==> src/rtl/booth_mult.sv <==
`default_nettype none
// +----------------------------------------------------------------------------+
// | booth_mult: sequential signed radix-2 Booth multiplier, one step per clock. |
// | Optional macro BOOTH_MULT_OVF_EN enables the registered Ovf flag.          |
// | Rev 1.0                                                                    |
// +----------------------------------------------------------------------------+
module booth_mult #(
    parameter int DATA_WIDTH = 32
) (
    input  logic                  Clk,
    input  logic                  Reset,
    input  logic                  Start,
    input  logic [DATA_WIDTH-1:0] A,
    input  logic [DATA_WIDTH-1:0] B,
    output logic                  Busy,
    output logic                  Write,
    output logic [DATA_WIDTH-1:0] ResultLo,
    output logic [DATA_WIDTH-1:0] ResultHi,
    output logic                  Ovf
);

    localparam int CNT_W = $clog2(DATA_WIDTH + 1);
    localparam logic [CNT_W-1:0] LAST_STEP = CNT_W'(DATA_WIDTH - 1);

    localparam logic [1:0] S_IDLE = 2'd0;
    localparam logic [1:0] S_RUN  = 2'd1;
    localparam logic [1:0] S_DONE = 2'd2;

    logic [1:0]              state;
    logic [1:0]              state_next;
    logic [DATA_WIDTH-1:0]   mcand;
    logic [DATA_WIDTH-1:0]   mplier;
    logic [DATA_WIDTH:0]     acc;
    logic                    q_m1;
    logic [CNT_W-1:0]        count;
    logic [DATA_WIDTH-1:0]   result_lo;
    logic [DATA_WIDTH-1:0]   result_hi;

    logic [DATA_WIDTH:0]     mcand_ext;
    logic [DATA_WIDTH:0]     sum;
    logic [DATA_WIDTH:0]     acc_shifted;
    logic [DATA_WIDTH-1:0]   mplier_shifted;
    logic [2*DATA_WIDTH-1:0] product;
    logic                    last_step;

    // One Booth step; the extra accumulator bit keeps -2^(W-1) exact.
    always_comb begin
        mcand_ext = {mcand[DATA_WIDTH-1], mcand};
        case ({mplier[0], q_m1})
            2'b01:   sum = acc + mcand_ext;
            2'b10:   sum = acc - mcand_ext;
            default: sum = acc;
        endcase
        acc_shifted    = {sum[DATA_WIDTH], sum[DATA_WIDTH:1]};
        mplier_shifted = {sum[0], mplier[DATA_WIDTH-1:1]};
        product        = {acc_shifted[DATA_WIDTH-1:0], mplier_shifted};
        last_step      = (count == LAST_STEP);
    end

    always_ff @(posedge Clk or negedge Reset) begin
        if (!Reset) begin
            state <= S_IDLE;
        end else begin
            state <= state_next;
        end
    end

    always_comb begin
        state_next = state;
        case (state)
            S_IDLE:  if (Start) state_next = S_RUN;
            S_RUN:   if (last_step) state_next = S_DONE;
            S_DONE:  state_next = S_IDLE;
            default: state_next = S_IDLE;
        endcase
    end

    always_comb begin
        Busy  = (state != S_IDLE);
        Write = (state == S_DONE);
    end

    always_ff @(posedge Clk or negedge Reset) begin
        if (!Reset) begin
            mcand     <= '0;
            mplier    <= '0;
            acc       <= '0;
            q_m1      <= 1'b0;
            count     <= '0;
            result_lo <= '0;
            result_hi <= '0;
        end else if (state == S_IDLE && Start) begin
            mcand  <= A;
            mplier <= B;
            acc    <= '0;
            q_m1   <= 1'b0;
            count  <= '0;
        end else if (state == S_RUN) begin
            acc    <= acc_shifted;
            mplier <= mplier_shifted;
            q_m1   <= mplier[0];
            count  <= count + 1'b1;
            if (last_step) begin
                result_lo <= product[DATA_WIDTH-1:0];
                result_hi <= product[2*DATA_WIDTH-1:DATA_WIDTH];
            end
        end
    end

    assign ResultLo = result_lo;
    assign ResultHi = result_hi;

`ifdef BOOTH_MULT_OVF_EN
    logic ovf_q;

    always_ff @(posedge Clk or negedge Reset) begin
        if (!Reset) begin
            ovf_q <= 1'b0;
        end else if (state == S_RUN && last_step) begin
            ovf_q <= (product[2*DATA_WIDTH-1:DATA_WIDTH] != {DATA_WIDTH{product[DATA_WIDTH-1]}});
        end
    end

    assign Ovf = ovf_q;
`else
    assign Ovf = 1'b0;
`endif

endmodule
`default_nettype wire

==> config.mk <==
export PLATFORM = sky130hd
export DESIGN_NAME = booth_mult
export DESIGN_NICKNAME = d
export VERILOG_FILES = /design/src/rtl/booth_mult.sv
export SDC_FILE = /design/constraint.sdc
export NUM_CORES = 1
export LEC_CHECK = 0
export BUFFER_PORTS_ARGS = -buffer_cell sky130_fd_sc_hd__buf_4
export CORE_MARGIN = 2
export CORE_UTILIZATION = 40
export DETAILED_ROUTE_END_ITERATION = 16
export PLACE_DENSITY_LB_ADDON = 0.05
export SYNTH_ARGS = -nofsm -noshare
export SYNTH_HDL_FRONTEND = slang
export SYNTH_SLANG_ARGS = --single-unit
export TNS_END_PERCENT = 1
==> constraint.sdc <==
create_clock -name Clk -period 3.9 [get_ports Clk]
set_input_delay 1.17 -clock Clk [delete_from_list [all_inputs] [get_ports Clk]]
set_output_delay 1.17 -clock Clk [all_outputs]
set_load 0.01 [all_outputs]
# --- Yosys cells after proc, flatten, opt, wreduce, memory -nomap -nowiden ---
# Index checks and enable logic that the tools add are counted.
word_totals:
  reg_bits: 170
  input_bits: 67
  elab_cells: 37
  out_inout_bits: 67
classes:
  n_addsub: 3
  n_reduce_logical: 6
  eq_ne: 7
  n_mux: 12
  bitwise_logic: 1
op_table:
  columns: ["op", "count"]
  rows:
  - ["$mux 33", 2]
  - ["$pmux 33 s2", 1]
  - ["$mux 32", 2]
  - ["$add 33x33->33", 1]
  - ["$sub 33x33->33", 1]
  - ["$mux 6", 2]
  - ["$add 6x1->6 const B", 1]
  - ["$eq 6x5->1 const B", 1]
  - ["$eq 2x1->1 const B", 2]
  - ["$eq 2x2->1 const B", 2]
  - ["$mux 2", 2]
  - ["$ne 2x2->1 const B", 2]
  - ["$pmux 2 s2", 1]
  - ["$reduce_bool 2->1", 2]
  - ["$reduce_and 3->1", 1]
  - ["$logic_not 2->1", 1]
  - ["$mux 1", 2]
  - ["$reduce_and 2->1", 1]
  - ["$logic_and 1x1->1", 1]
  - ["$not 1->1", 1]

# --- Depth between registers and ports, before layout ---
depth:
  ltp_word: 4
  depth_mapped: 18
  ltp_nobuf: 17

# --- Worst setup path after synthesis ---
# No wires, ideal clock.
synth_path:
  kind: "reg-to-reg"
  start: "register mcand[3]"
  end: "register acc[31]"
  setup_slack_ns: -0.283
  stages_incl_launch_ff: 18
  t_arrival_ns: 4.065
  setup_time_ns: 0.118
  t_required_ns: 3.782
  synth_period_minus_slack_ns: 4.183
  path_cell_list: "dfrtp_1 > or4_4 > nor4_1 > nor2b_1 > nand3_1 > nor2b_1 > a21oi_1 > xnor2_1 > ha_1 > and2_1 > nand3_1 > or3_1 > a311oi_1 > o21ai_0 > and4_4 > or2_0 > a22o_1 > a21o_1"
synth_via:
  elab_chain_cells: 4
synth_rtl:
  columns: ["item", "line", "text"]
  rows:
  - ["start, declared", "31", "logic [DATA_WIDTH-1:0] mcand;"]
  - ["start signal, assigned", "85", "mcand <= '0;"]
  - ["start signal, assigned", "93", "mcand <= A;"]
  - ["$sub 33x33->33 or $add 33x33->33 (tied branches)", "51, 50", null]
  - ["$pmux 33 s2 *", "49", "case ({mplier[0], q_m1})"]
  - ["$mux 33 *", "98", "end else if (state == S_RUN) begin"]
  - ["$mux 33 *", "92", "end else if (state == S_IDLE && Start) begin"]
  - ["end signal, assigned", "99", "acc <= acc_shifted;"]
  - ["end, declared", "33", "logic [DATA_WIDTH:0] acc;"]
# Every way passes the cells marked *; elsewhere a longest branch is shown, timed or not. The select of a mux whose other input is x is not followed.
# A chain may end at the register's enable or synchronous reset.

# --- Final worst setup path ---
layout_path:
  start: "register mcand[2]"
  end: "register acc[31]"
# The elaborated chain is that of the path after synthesis.

==> impl_metrics.env <==
export IMPL_violations="negative setup slack"
export IMPL_critPathMaxFanout=4
export IMPL_drt_iter0_drc=473
export IMPL_grtUsageTotal_pct=21.9
export IMPL_clkLatencyLatePin_ps=440
export IMPL_crit_arrival_ps=4570
export IMPL_clock_root_buffer="clkbuf_16"
export IMPL_fin_skew_ps=13.4
export IMPL_hold_depth=2
export IMPL_min_from="ResultLo[24]"
export IMPL_setup_viol=17
export IMPL_ys_seq_elements=169
export IMPL_ant_nets=0
export IMPL_max_cap_viol_count=0
export IMPL_vias_per_cell=5.15
export IMPL_synth_adder_area_share_pct=4.97
export IMPL_grt_pass1_vias=7971
export IMPL_dpl_cell_area_mm2=0.0111
export IMPL_setup_ws_ps=-337
export IMPL_p_per_area_mw_per_mm2=991
export IMPL_num_rows=55
export IMPL_multi_input_area_mm2=0.00489
export IMPL_cts_sinks=169
export IMPL_fin_area_mm2=0.0119
export IMPL_hp_class="reg2reg"
export IMPL_die_area_mm2=0.0243
export IMPL_via_count=8067
export IMPL_final_util_pct=52.6
export IMPL_synthCells=1086
export IMPL_synth_xor_area_share_pct=5.32
export IMPL_synth_nets=1189
export IMPL_cts_tree="done"
export IMPL_rr_worst_depth=16
export IMPL_die_width_um=156
export IMPL_synth_edff_count=0
export IMPL_critPathLaunchType="register"
export IMPL_syn_to_final_growth_pct=29.2
export IMPL_totalWireLength_um=25500
export IMPL_routedWlPerCell_um=16.3
export IMPL_seq_area_mm2=0.00423
export IMPL_drive_gt1_share_pct=24.9
export IMPL_dieHeight_um=156
export IMPL_dp_final_hpwl_um=17900
export IMPL_core_area_mm2=0.0226
export IMPL_stdcell_count=1566
export IMPL_postSynthAreaPerCell_um2=8.48
export IMPL_fillers=2189
export IMPL_synth_area_leaders="dfrtp_1, nand2_1, ha_1, o21ai_0, xnor2_1"
export IMPL_fmax_mhz=236
export IMPL_post_synth_num_cell_types=59
export IMPL_io_pins=134
export IMPL_synthMuxAreaShare_pct=1.36
export IMPL_reg2reg_setup_slack_ps=-340
export IMPL_slew_headroom_pct=28.3
export IMPL_htree_num_levels=4
export IMPL_clkTransAtPathRegs_ps=80
export IMPL_rsz0062_at_grt="true"
export IMPL_synthFlopType="dfrtp_1"
export IMPL_synth_compound_area_share_pct=16.4
export IMPL_drt_first_pass_iters=5
export IMPL_port_buffers=132
export IMPL_clockBufferDepth=2
export IMPL_syn_area_mm2=0.00921
export IMPL_holdPathEnd="ResultLo[24]"
export IMPL_path_class="reg2reg"
export IMPL_antenna_found_initial=0
export IMPL_required_ps=4230
export IMPL_synth_top_area_cell="dfrtp_1"
export IMPL_drv_slew=0
export IMPL_grt_overflow=0
export IMPL_fin_crit_sh_pct=109
export IMPL_start_util_pct=40.7
export IMPL_power_w=0.0118
export IMPL_numCtsBuffers=17
export IMPL_worstReg2RegEnd="acc[31]"
export IMPL_synth_top_area_share_pct=45.9
export IMPL_leakagePower_nw=5.73
export IMPL_drc=0
export IMPL_synth_top_family_by_area="simple AND/OR/NAND/NOR gates"
export IMPL_vdd_drop_max_mv=0.459
export IMPL_synth_seq_area_share_pct=45.9
export IMPL_yosys_area_share_simple_pct=22.4
export IMPL_synthArstFlopShare_pct=100
export IMPL_endpoint_kind="register"
export IMPL_min_period_ps=4240
export IMPL_grt_max_degree=93
export IMPL_tightest_slew_ps=1080
export IMPL_fin_nets=1371
export IMPL_dpl_cell_count=1525
export IMPL_ys_warn_count=0
export IMPL_grt_pass1_wl_um=42100
export IMPL_hold_viol=0
export IMPL_outcome="complete, but fails checks"
export IMPL_antenna_cells=0
export IMPL_place_gp_congestion=0.857
export IMPL_reg2reg_from="mcand[2]"
-- critical path: stages (launching register included) --
cell and delay, ps:
dfrtp_1 390, or4_4 580, nor4b_4 400, buf_4 170
and4_4 260, a21oi_2 70, xnor2_1 150, ha_1 300
and2_4 140, nand3_2 70, or3_4 400, a311oi_4 330
o21ai_2 110, and4_4 150, or2_1 240, a22o_1 200
a21o_1 150
-- report_power, final --
| part | internal [W] | switching (W) |
|---|---|---|
| Sequential | 0.00227 | 0.000457 |
| Combinational | 0.00338 | 0.00396 |
| Clock | 0.000867 | 0.000867 |
-- synth_stat cells, drive strengths merged (5+ instances only) --
master  number
a22oi       31
o211ai       7
and3         5
o31ai        5
a31oi       13
buf          9
ha          35
nor3        20
nand3       51
a21o        13
nand4        8
a21oi       67
nand2      299
xnor2       42
o21a         5
and2         5
nor2        53
xor2        14
clkbuf      55
nand2b       5
inv         24
nor2b        6
o21ai       86
mux2i        8
dfrtp      169
-- per-stage QoR --
step           hold WS (ps)  TNS [ps]  setup slack (ps)
3_3_place_gp            463     -1400              -166
5_1_grt                 504     -7460              -467
3_5_place_dp            463     -3230              -240
2_1_floorplan           454     -68.5             -27.2
4_1_cts                 485     -1150              -199
6_report                480     -2210              -337
-- flip-flops by register name, summed over array words and instances (netlist names) --
name,cells
mcand,32
count,6
state,2
q_m1,1
ResultHi,32
mplier,32
acc,32
ResultLo,32
-- cells by family after synthesis --
group	Yosys count
other	1
adders and majority gates	36
AOI/OAI and AO/OA	251
DFF	169
and+or+nand+nor	473
xor gates and xnor gates	56
buffers and inverters	88
muxes	12
-- cell usage in the layout, fill, tap and decap left out, types with 6 or more instances in the layout --
master and n:
xnor2_1 41, a31oi_1 12, ha_1 32, xor2_1 14, nand4_1 8, buf_4 224, clkbuf_16 17, o21ai_1 14
nor2_1 50, mux2i_1 8, inv_1 24, dfrtp_1 169, a21oi_2 10, o211ai_1 7, nand3_1 47, a21oi_1 57
nor3_1 20, a21o_1 13, a22oi_1 31, clkinv_8 6, o21ai_0 68, nand2_1 297
-- layout make-up --
type | count | area share [%]
Clock buffer | 17 | 3.57
Timing Repair Buffer | 227 | 14.6
Sequential cell | 169 | 35.5
Tap cell | 285 | 3.00
Inverter | 24 | 0.757
Clock inverter | 15 | 1.51
Multi-Input combinational cell | 829 | 41.1
-- timing repair --
item | CTS | global route
setup buffers | 3 | 6
hold buffers | 0 | 0
pin swaps | 3 | 28
endpoints found under the setup margin | 26 | 33
resized for setup | 12 | 47
-- how the worst max path moves through the flow --
stage | startpoint | endpoint | slack [ps] | cells after the start
2_1_floorplan | mcand[3] | ResultHi[30] | -30 | 17
3_5_place_dp | mcand[3] | ResultHi[30] | -240 | 15
5_1_grt | mcand[2] | acc[31] | -470 | 16
4_1_cts | mcand[3] | acc[31] | -200 | 17
6_report | mcand[2] | acc[31] | -340 | 16
3_3_place_gp | mcand[3] | ResultHi[30] | -170 | 15
-- layer usage --
layer / global-route usage [%] / vias up / share of wire [%]
met5: 0 / - / 0
met4: 5.11 / 0 / 0.93
met2: 34.7 / 151 / 46
met1: 31.1 / 3799 / 48
li1: - / 4100 / -
met3: 4.25 / 17 / 5.3
Note: power is estimated with default switching activity, not from simulation.
